==> config.mk <==
export PLATFORM = sky130hd
export DESIGN_NAME = serial_add_ctrl_flat
export DESIGN_NICKNAME = d
export VERILOG_FILES = /design/src/rtl/serial_add_ctrl_if.sv /design/src/rtl/serial_add_ctrl.sv /design/src/flat_wrapper.sv
export SDC_FILE = /design/constraint.sdc
export NUM_CORES = 1
export LEC_CHECK = 0
export BUFFER_PORTS_ARGS = -buffer_cell sky130_fd_sc_hd__clkbuf_2
export CORE_MARGIN = 2
export CORE_UTILIZATION = 40
export DETAILED_ROUTE_END_ITERATION = 8
export PLACE_DENSITY = 0.59
export SLEW_MARGIN = 0
export SYNTH_ARGS = -nofsm -noshare
export SYNTH_HDL_FRONTEND = slang
export SYNTH_SLANG_ARGS = --single-unit
==> constraint.sdc <==
create_clock -name clk -period 1.8 [get_ports clk]
set_input_delay 0.36 -clock clk [delete_from_list [all_inputs] [get_ports clk]]
set_output_delay 0.36 -clock clk [all_outputs]
set_load 0.1 [all_outputs]
==> src/rtl/serial_add_ctrl_if.sv <==
// Request/result and shared full-adder signals of the bit-serial adder sequencer.
// With SERIAL_ADD_SUB_EN defined the bundle also carries the subtract request.
interface serial_add_ctrl_if #(parameter int WIDTH = 8);
  logic             start;
  logic [WIDTH-1:0] a;
  logic [WIDTH-1:0] b;
  logic             c_in;
`ifdef SERIAL_ADD_SUB_EN
  logic             sub;
`endif
  logic             ready;
  logic             busy;
  logic             done;
  logic [WIDTH-1:0] sum;
  logic             c_out;
  logic             fa_a;
  logic             fa_b;
  logic             fa_cin;
  logic             fa_s;
  logic             fa_cout;

`ifdef SERIAL_ADD_SUB_EN
  modport slave (
    input  start, a, b, c_in, sub, fa_s, fa_cout,
    output ready, busy, done, sum, c_out, fa_a, fa_b, fa_cin
  );
  modport master (
    output start, a, b, c_in, sub, fa_s, fa_cout,
    input  ready, busy, done, sum, c_out, fa_a, fa_b, fa_cin
  );
`else
  modport slave (
    input  start, a, b, c_in, fa_s, fa_cout,
    output ready, busy, done, sum, c_out, fa_a, fa_b, fa_cin
  );
  modport master (
    output start, a, b, c_in, fa_s, fa_cout,
    input  ready, busy, done, sum, c_out, fa_a, fa_b, fa_cin
  );
`endif
endinterface

==> src/rtl/serial_add_ctrl.sv <==
// Bit-serial adder sequencer driving one shared external full adder, LSB first.
// Optional SERIAL_ADD_SUB_EN adds a sub request (b inverted, carry forced to 1).
//
// state  | meaning
// IDLE   | ready for start, operands captured on accepted start
// RUN    | one operand bit per cycle through the full adder
// DONE   | one-cycle done pulse, result registers valid
module serial_add_ctrl #(
  parameter int WIDTH = 8
) (
  input  logic              clk,
  input  logic              rst,
  serial_add_ctrl_if.slave  bus
);

  localparam int CW = (WIDTH > 1) ? $clog2(WIDTH) : 1;
  localparam logic [CW-1:0] LAST_CNT = CW'(WIDTH - 1);

  typedef enum logic [1:0] {S_IDLE, S_RUN, S_DONE} state_t;

  state_t           state_q, state_d;
  logic [WIDTH-1:0] a_sh_q, a_sh_d;
  logic [WIDTH-1:0] b_sh_q, b_sh_d;
  logic             carry_q, carry_d;
  logic [CW-1:0]    cnt_q, cnt_d;
  logic [WIDTH-1:0] acc_q, acc_d;
  logic [WIDTH-1:0] sum_q, sum_d;
  logic             c_out_q, c_out_d;
  logic [WIDTH-1:0] acc_shift;

  logic ready_o, busy_o, done_o, fa_a_o, fa_b_o, fa_cin_o;

  always_ff @(posedge clk or posedge rst) begin
    if (rst) begin
      state_q <= S_IDLE;
      a_sh_q  <= '0;
      b_sh_q  <= '0;
      carry_q <= 1'b0;
      cnt_q   <= '0;
      acc_q   <= '0;
      sum_q   <= '0;
      c_out_q <= 1'b0;
    end else begin
      state_q <= state_d;
      a_sh_q  <= a_sh_d;
      b_sh_q  <= b_sh_d;
      carry_q <= carry_d;
      cnt_q   <= cnt_d;
      acc_q   <= acc_d;
      sum_q   <= sum_d;
      c_out_q <= c_out_d;
    end
  end

  always_comb begin
    state_d = state_q;
    a_sh_d  = a_sh_q;
    b_sh_d  = b_sh_q;
    carry_d = carry_q;
    cnt_d   = cnt_q;
    acc_d   = acc_q;
    sum_d   = sum_q;
    c_out_d = c_out_q;
    // Shift-then-insert form also covers WIDTH=1, where acc has no upper slice.
    acc_shift = acc_q >> 1;
    acc_shift[WIDTH-1] = bus.fa_s;

    unique case (state_q)
      S_IDLE: begin
        if (bus.start) begin
          a_sh_d  = bus.a;
          b_sh_d  = bus.b;
          carry_d = bus.c_in;
`ifdef SERIAL_ADD_SUB_EN
          if (bus.sub) begin
            b_sh_d  = ~bus.b;
            carry_d = 1'b1;
          end
`endif
          cnt_d   = '0;
          acc_d   = '0;
          state_d = S_RUN;
        end
      end
      S_RUN: begin
        acc_d   = acc_shift;
        a_sh_d  = a_sh_q >> 1;
        b_sh_d  = b_sh_q >> 1;
        carry_d = bus.fa_cout;
        cnt_d   = cnt_q + CW'(1);
        if (cnt_q == LAST_CNT) begin
          sum_d   = acc_shift;
          c_out_d = bus.fa_cout;
          state_d = S_DONE;
        end
      end
      S_DONE:  state_d = S_IDLE;
      default: state_d = S_IDLE;
    endcase
  end

  always_comb begin
    ready_o  = (state_q == S_IDLE);
    busy_o   = (state_q == S_RUN);
    done_o   = (state_q == S_DONE);
    fa_a_o   = 1'b0;
    fa_b_o   = 1'b0;
    fa_cin_o = 1'b0;
    if (state_q == S_RUN) begin
      fa_a_o   = a_sh_q[0];
      fa_b_o   = b_sh_q[0];
      fa_cin_o = carry_q;
    end
  end

  assign bus.ready  = ready_o;
  assign bus.busy   = busy_o;
  assign bus.done   = done_o;
  assign bus.fa_a   = fa_a_o;
  assign bus.fa_b   = fa_b_o;
  assign bus.fa_cin = fa_cin_o;
  assign bus.sum    = sum_q;
  assign bus.c_out  = c_out_q;

endmodule

==> src/flat_wrapper.sv <==
// flat-port wrapper written by rule: the top's interface ports become plain ports
module serial_add_ctrl_flat 
#(
  parameter int WIDTH = 8
)
  (clk, rst, bus_start, bus_a, bus_b, bus_c_in, bus_fa_s, bus_fa_cout, bus_ready, bus_busy, bus_done, bus_sum, bus_c_out, bus_fa_a, bus_fa_b, bus_fa_cin);
  serial_add_ctrl_if #(.WIDTH(WIDTH)) bus_i ();
  input  logic clk;
  input  logic rst;
  input wire logic [$bits(bus_i.start)-1:0] bus_start;
  input wire logic [$bits(bus_i.a)-1:0] bus_a;
  input wire logic [$bits(bus_i.b)-1:0] bus_b;
  input wire logic [$bits(bus_i.c_in)-1:0] bus_c_in;
  input wire logic [$bits(bus_i.fa_s)-1:0] bus_fa_s;
  input wire logic [$bits(bus_i.fa_cout)-1:0] bus_fa_cout;
  output wire logic [$bits(bus_i.ready)-1:0] bus_ready;
  output wire logic [$bits(bus_i.busy)-1:0] bus_busy;
  output wire logic [$bits(bus_i.done)-1:0] bus_done;
  output wire logic [$bits(bus_i.sum)-1:0] bus_sum;
  output wire logic [$bits(bus_i.c_out)-1:0] bus_c_out;
  output wire logic [$bits(bus_i.fa_a)-1:0] bus_fa_a;
  output wire logic [$bits(bus_i.fa_b)-1:0] bus_fa_b;
  output wire logic [$bits(bus_i.fa_cin)-1:0] bus_fa_cin;
  assign bus_i.start = bus_start;
  assign bus_i.a = bus_a;
  assign bus_i.b = bus_b;
  assign bus_i.c_in = bus_c_in;
  assign bus_i.fa_s = bus_fa_s;
  assign bus_i.fa_cout = bus_fa_cout;
  assign bus_ready = bus_i.ready;
  assign bus_busy = bus_i.busy;
  assign bus_done = bus_i.done;
  assign bus_sum = bus_i.sum;
  assign bus_c_out = bus_i.c_out;
  assign bus_fa_a = bus_i.fa_a;
  assign bus_fa_b = bus_i.fa_b;
  assign bus_fa_cin = bus_i.fa_cin;
  serial_add_ctrl #(.WIDTH(WIDTH)) u_core (.clk(clk), .rst(rst), .bus(bus_i));
endmodule
==> Yosys cells after proc, flatten, opt, wreduce, memory -nomap -nowiden <==
Index checks and enable logic that the tools add are counted.
{ "totals": {"output_inout_bits": 15, "romBits": 0, "latch_bits": 0, "reg_bits": 39, "in_bits": 22, "word_cells": 35, "mem_count": 0, "ram_bits": 0} }
{ "classes": {"bitwise": 0, "mux": 16, "shifts": 0, "order_cmp": 0, "reduce_logical": 5, "n_eq_ne": 5, "n_mul": 0, "n_div": 0, "n_addsub": 1} }
{ "op_table": {"columns": ["op", "n"], "rows": [
  ["$pmux 8 s2", 3],
  ["$mux 8", 3],
  ["$pmux 3 s2", 1],
  ["$reduce_and 2->1", 3],
  ["$mux 1", 4],
  ["$mux 2", 2],
  ["$pmux 2 s2", 1],
  ["$add 3x1->3 const B", 1],
  ["$eq 3x3->1 const B", 1],
  ["$mux 3", 1],
  ["$eq 2x1->1 const B", 1],
  ["$eq 2x2->1 const B", 1],
  ["$logic_not 2->1", 1],
  ["$ne 2x1->1 const B", 1],
  ["$ne 2x2->1 const B", 1],
  ["$pmux 1 s2", 1],
  ["$reduce_bool 2->1", 1]
]} }

==> Logic depth before layout (Yosys ltp) <==
{ "depth": {"depth_word": 3, "mapped_depth": 5} }

==> Worst setup path after synthesis <==
Ideal clock, no wire load.
{ "synth_timing": {"path_kind": "flip-flop to output port", "start": "register u_core.state_q[1]", "end": "output bus_done", "required_ps": 1440, "path_buffers": 2, "stages_incl_launch_ff": 4, "t_arrival_ps": 2094, "setup_slack_ps": -654, "path_cell_list": "dfrtp_1 -> buf_6 -> clkbuf_1 -> nor2b_1"} }
{ "synth_between": {"elab_chain_cells": 1} }
{ "synth_rtl": {"columns": ["item", "line_no", "source"], "rows": [
  ["start: declaration", "serial_add_ctrl.sv:21", "state_t state_q, state_d;"],
  ["start signal: assignment", "serial_add_ctrl.sv:44", "state_q <= state_d;"],
  ["$eq 2x2->1", "serial_add_ctrl.sv:105", "done_o = (state_q == S_DONE);"],
  ["end: declaration", "flat_wrapper.sv:18", "output wire logic [$bits(bus_i.done)-1:0] bus_done;"]
]} }
No other way between the ends.

==> Final worst setup path <==
{ "layout_timing": {"start": "register u_core.state_q[1]", "end": "output bus_ready"} }
{ "layout_between": {"elab_chain_cells": 1} }
{ "layout_rtl": {"columns": ["item", "line_no", "source"], "rows": [
  ["$logic_not 2->1", "serial_add_ctrl.sv:103", "ready_o = (state_q == S_IDLE);"],
  ["end: declaration", "flat_wrapper.sv:16", "output wire logic [$bits(bus_i.ready)-1:0] bus_ready;"]
]} }
No other way between the ends.

==> reports/results.tsv <==
metric	value	unit
max_slew headroom	64.0	%
CTS sink cnt	38	
Worst path max stage delay	0.45	ns
Placer Congestion	0.764	
cell accounting for the most synthesized area	dfrtp_1	
multi-input combinational cell area	722	um^2
register area	953	um^2
post-CTS sizing	1	
first-pass iteration count of the detailed router	4	
Critical R2R Launch	u_core.cnt_q[0]	
Yosys top cell area share	52.4	%
type of the worst setup path	register to primary output	
CP top delay family	flip-flops	
CP endpoint kind	primary output	
Core Area	4350	um^2
final instance area	2270	um^2
fillers	388	
drc violations	0	
synthesized cell area	1820	um^2
R2R cell count	5	
Worst setup SP type	register	
Post-CTS Setup Inserts	0	
latest clock arrival within the worst-skew pair	0.29	ns
clk slew on worst S/H paths	0.07	ns
Area contributors post-synth	dfrtp_1 52%, mux2_4 7.4%, nor4b_1 6.8%	
FMAX	0.589	GHz
Final Cycle Share	94.2	%
flops & latches, synth	38	
width of the die	71.4	um
root buffer cell	clkbuf_8	
Max Cap Violations	0	
crit path cell chain	buf_4, nor2_4, buf_12	
YS warnings	0	
drt total wl	3.65	mm
number of port buffers	36	
Antenna Nets Post-Route	0	
die area	5090	um^2
Hold WC Path Type	input port to async pin	
crit path DAT	1.34	ns
total grt overflow	0	
sequential share of the synthesized area	52.4	%
largest net degree at the start of global routing	39	
Vias/cell	5.24	
Syn Inst Count	148	
CP Max Fanout	13	
endpoints failing setup	0	
first-pass GRT wire length	6.26	mm
IO Pins	37	
chip height	71.4	um
critical path's slowest cell	dfrtp_2	
pre-CTS setup slack	0.281	ns
CTS Hold Bufs	0	
Layout Area Growth over Synthesis	25.3	%
Critical R2R Capture	u_core.bus.sum[0]	
outcome	completed	
Pins Over Slew Limit	0	
DRT iter0 DRCs	60	
Final WS setup	0.104	ns
RSZ-0062 raised after global routing	no	
final HPWL from detailed placement	2.58	mm
final hold viol count	0	
Antenna diodes	0	
Final Util	52.2	%
Cell Area, Placed	2160	um^2
Max H-tree Level	2	
Post-synth top cells	38 x dfrtp_1, 17 x inv_1, 15 x nor3b_1, 14 x a211oi_1, 14 x nor4b_1	
layout cell share with drive strength beyond 1	39.5	%
Routed WL per cell	15.1	um
most common cell in the netlist	dfrtp_1	
number of synthesized flops with an enable pin	0	
GRT Overall Usage	15.7	%
commonest register cell after synthesis	dfrtp_1	
Longest Clk Path Bufs	2	
Initial Util	41.7	%
CTS tree	built	
Tightest Pin Transition	0.543	ns
num rows	24	
initial antenna violation count	0	
Post-Syn Nets	172	
Worst R2R Setup Slack	0.29	ns
Netlist cell types	23	
Layout Nets	213	
vias in the first global route	1302	
syn_area_per_cell	12.3	um^2
Req. time, crit path	1.44	ns
Async SR Flop Fraction	100	%
Num CTS Buffers	5	
Worst Path Buf+Inv	2	
skew final	0.00441	ns
via count	1268	
minimum clock period	1.70	ns
-- worst min-delay path: stages --
cell and delay [ns]:
clkbuf_2 0.08, inv_1 0.04, buf_4 0.40
-- placed cells by master (no fill, tap or decap) --
cell and instances:
nor2b_1 1, buf_4 12, clkbuf_8 8, buf_12 6, a22o_1 9, clkbuf_2 30
nor3b_1 15, dfrtp_2 2, nor2b_2 2, a32o_1 2, mux2_2 1, nand2b_1 2
ha_1 2, a21oi_1 1, dfrtp_1 36, and2_2 2, nor2_4 1, mux2_4 9
nor4b_1 14, a221oi_1 1, o21bai_4 1, and2_4 1, nand3b_1 1, a211oi_1 14
inv_1 17
-- worst max-delay path by stage --
| stage | to | from | depth (start not counted) |
|---|---|---|---|
| after floorplan | bus_done | u_core.state_q[1] | 3 |
| after global placement | bus_ready | u_core.state_q[1] | 3 |
| after detailed placement | u_core.bus.sum[3] | u_core.cnt_q[0] | 5 |
| after CTS | bus_busy | u_core.state_q[0] | 3 |
| after global routing | bus_busy | u_core.state_q[0] | 3 |
| final | bus_ready | u_core.state_q[1] | 3 |
-- metal layers --
layer | wire length [um] | up-vias | GRT usage, %
li1 | - | 615 | -
met1 | 1630 | 620 | 20.9
met4 | 22 | 0 | 4.40
met5 | 0 | - | 0
met2 | 1790 | 29 | 24.3
met3 | 205 | 4 | 5.91
-- registers in the layout, indices dropped and copies added, names as in the netlist --
register	flops
u_core.a_sh_q	8
u_core.acc_q	7
u_core.b_sh_q	8
u_core.bus.c_out	1
u_core.bus.sum	8
u_core.carry_q	1
u_core.cnt_q	3
u_core.state_q	2
-- per-stage QoR --
stage	hold slack (ns)	TNS, ns	instances
final	0.148	0	242
after global routing	0.206	0	242
after CTS	0.168	0	242
after detailed placement	0.486	0	234
after global placement	0.477	0	234
after floorplan	0.466	-0.351	148
-- final cells by class --
| cell class | count | area share, % |
|---|---|---|
| inverter | 17 | 2.81 |
| clock buffer | 8 | 4.84 |
| sequential | 38 | 41.9 |
| timing repair buffer | 48 | 15.8 |
| tap | 52 | 2.86 |
| multi-input combinational | 79 | 31.7 |
-- logic make-up (layout without fill, tap and decap cells) --
family,after synthesis,in the layout,share of synthesized area (%)
multiplexers,10,10,8.06
adder cells (fa/ha/maj),2,2,1.38
flip-flops,38,38,52.4
AO/OA/AOI/OAI,28,28,13.0
AND/OR/NAND/NOR,39,39,16.5
buffers and inverters,31,73,8.68
Power is left out: the tool's default activity adds up to more than one toggle a clock period on the data nets, which glitch-free logic cannot reach.
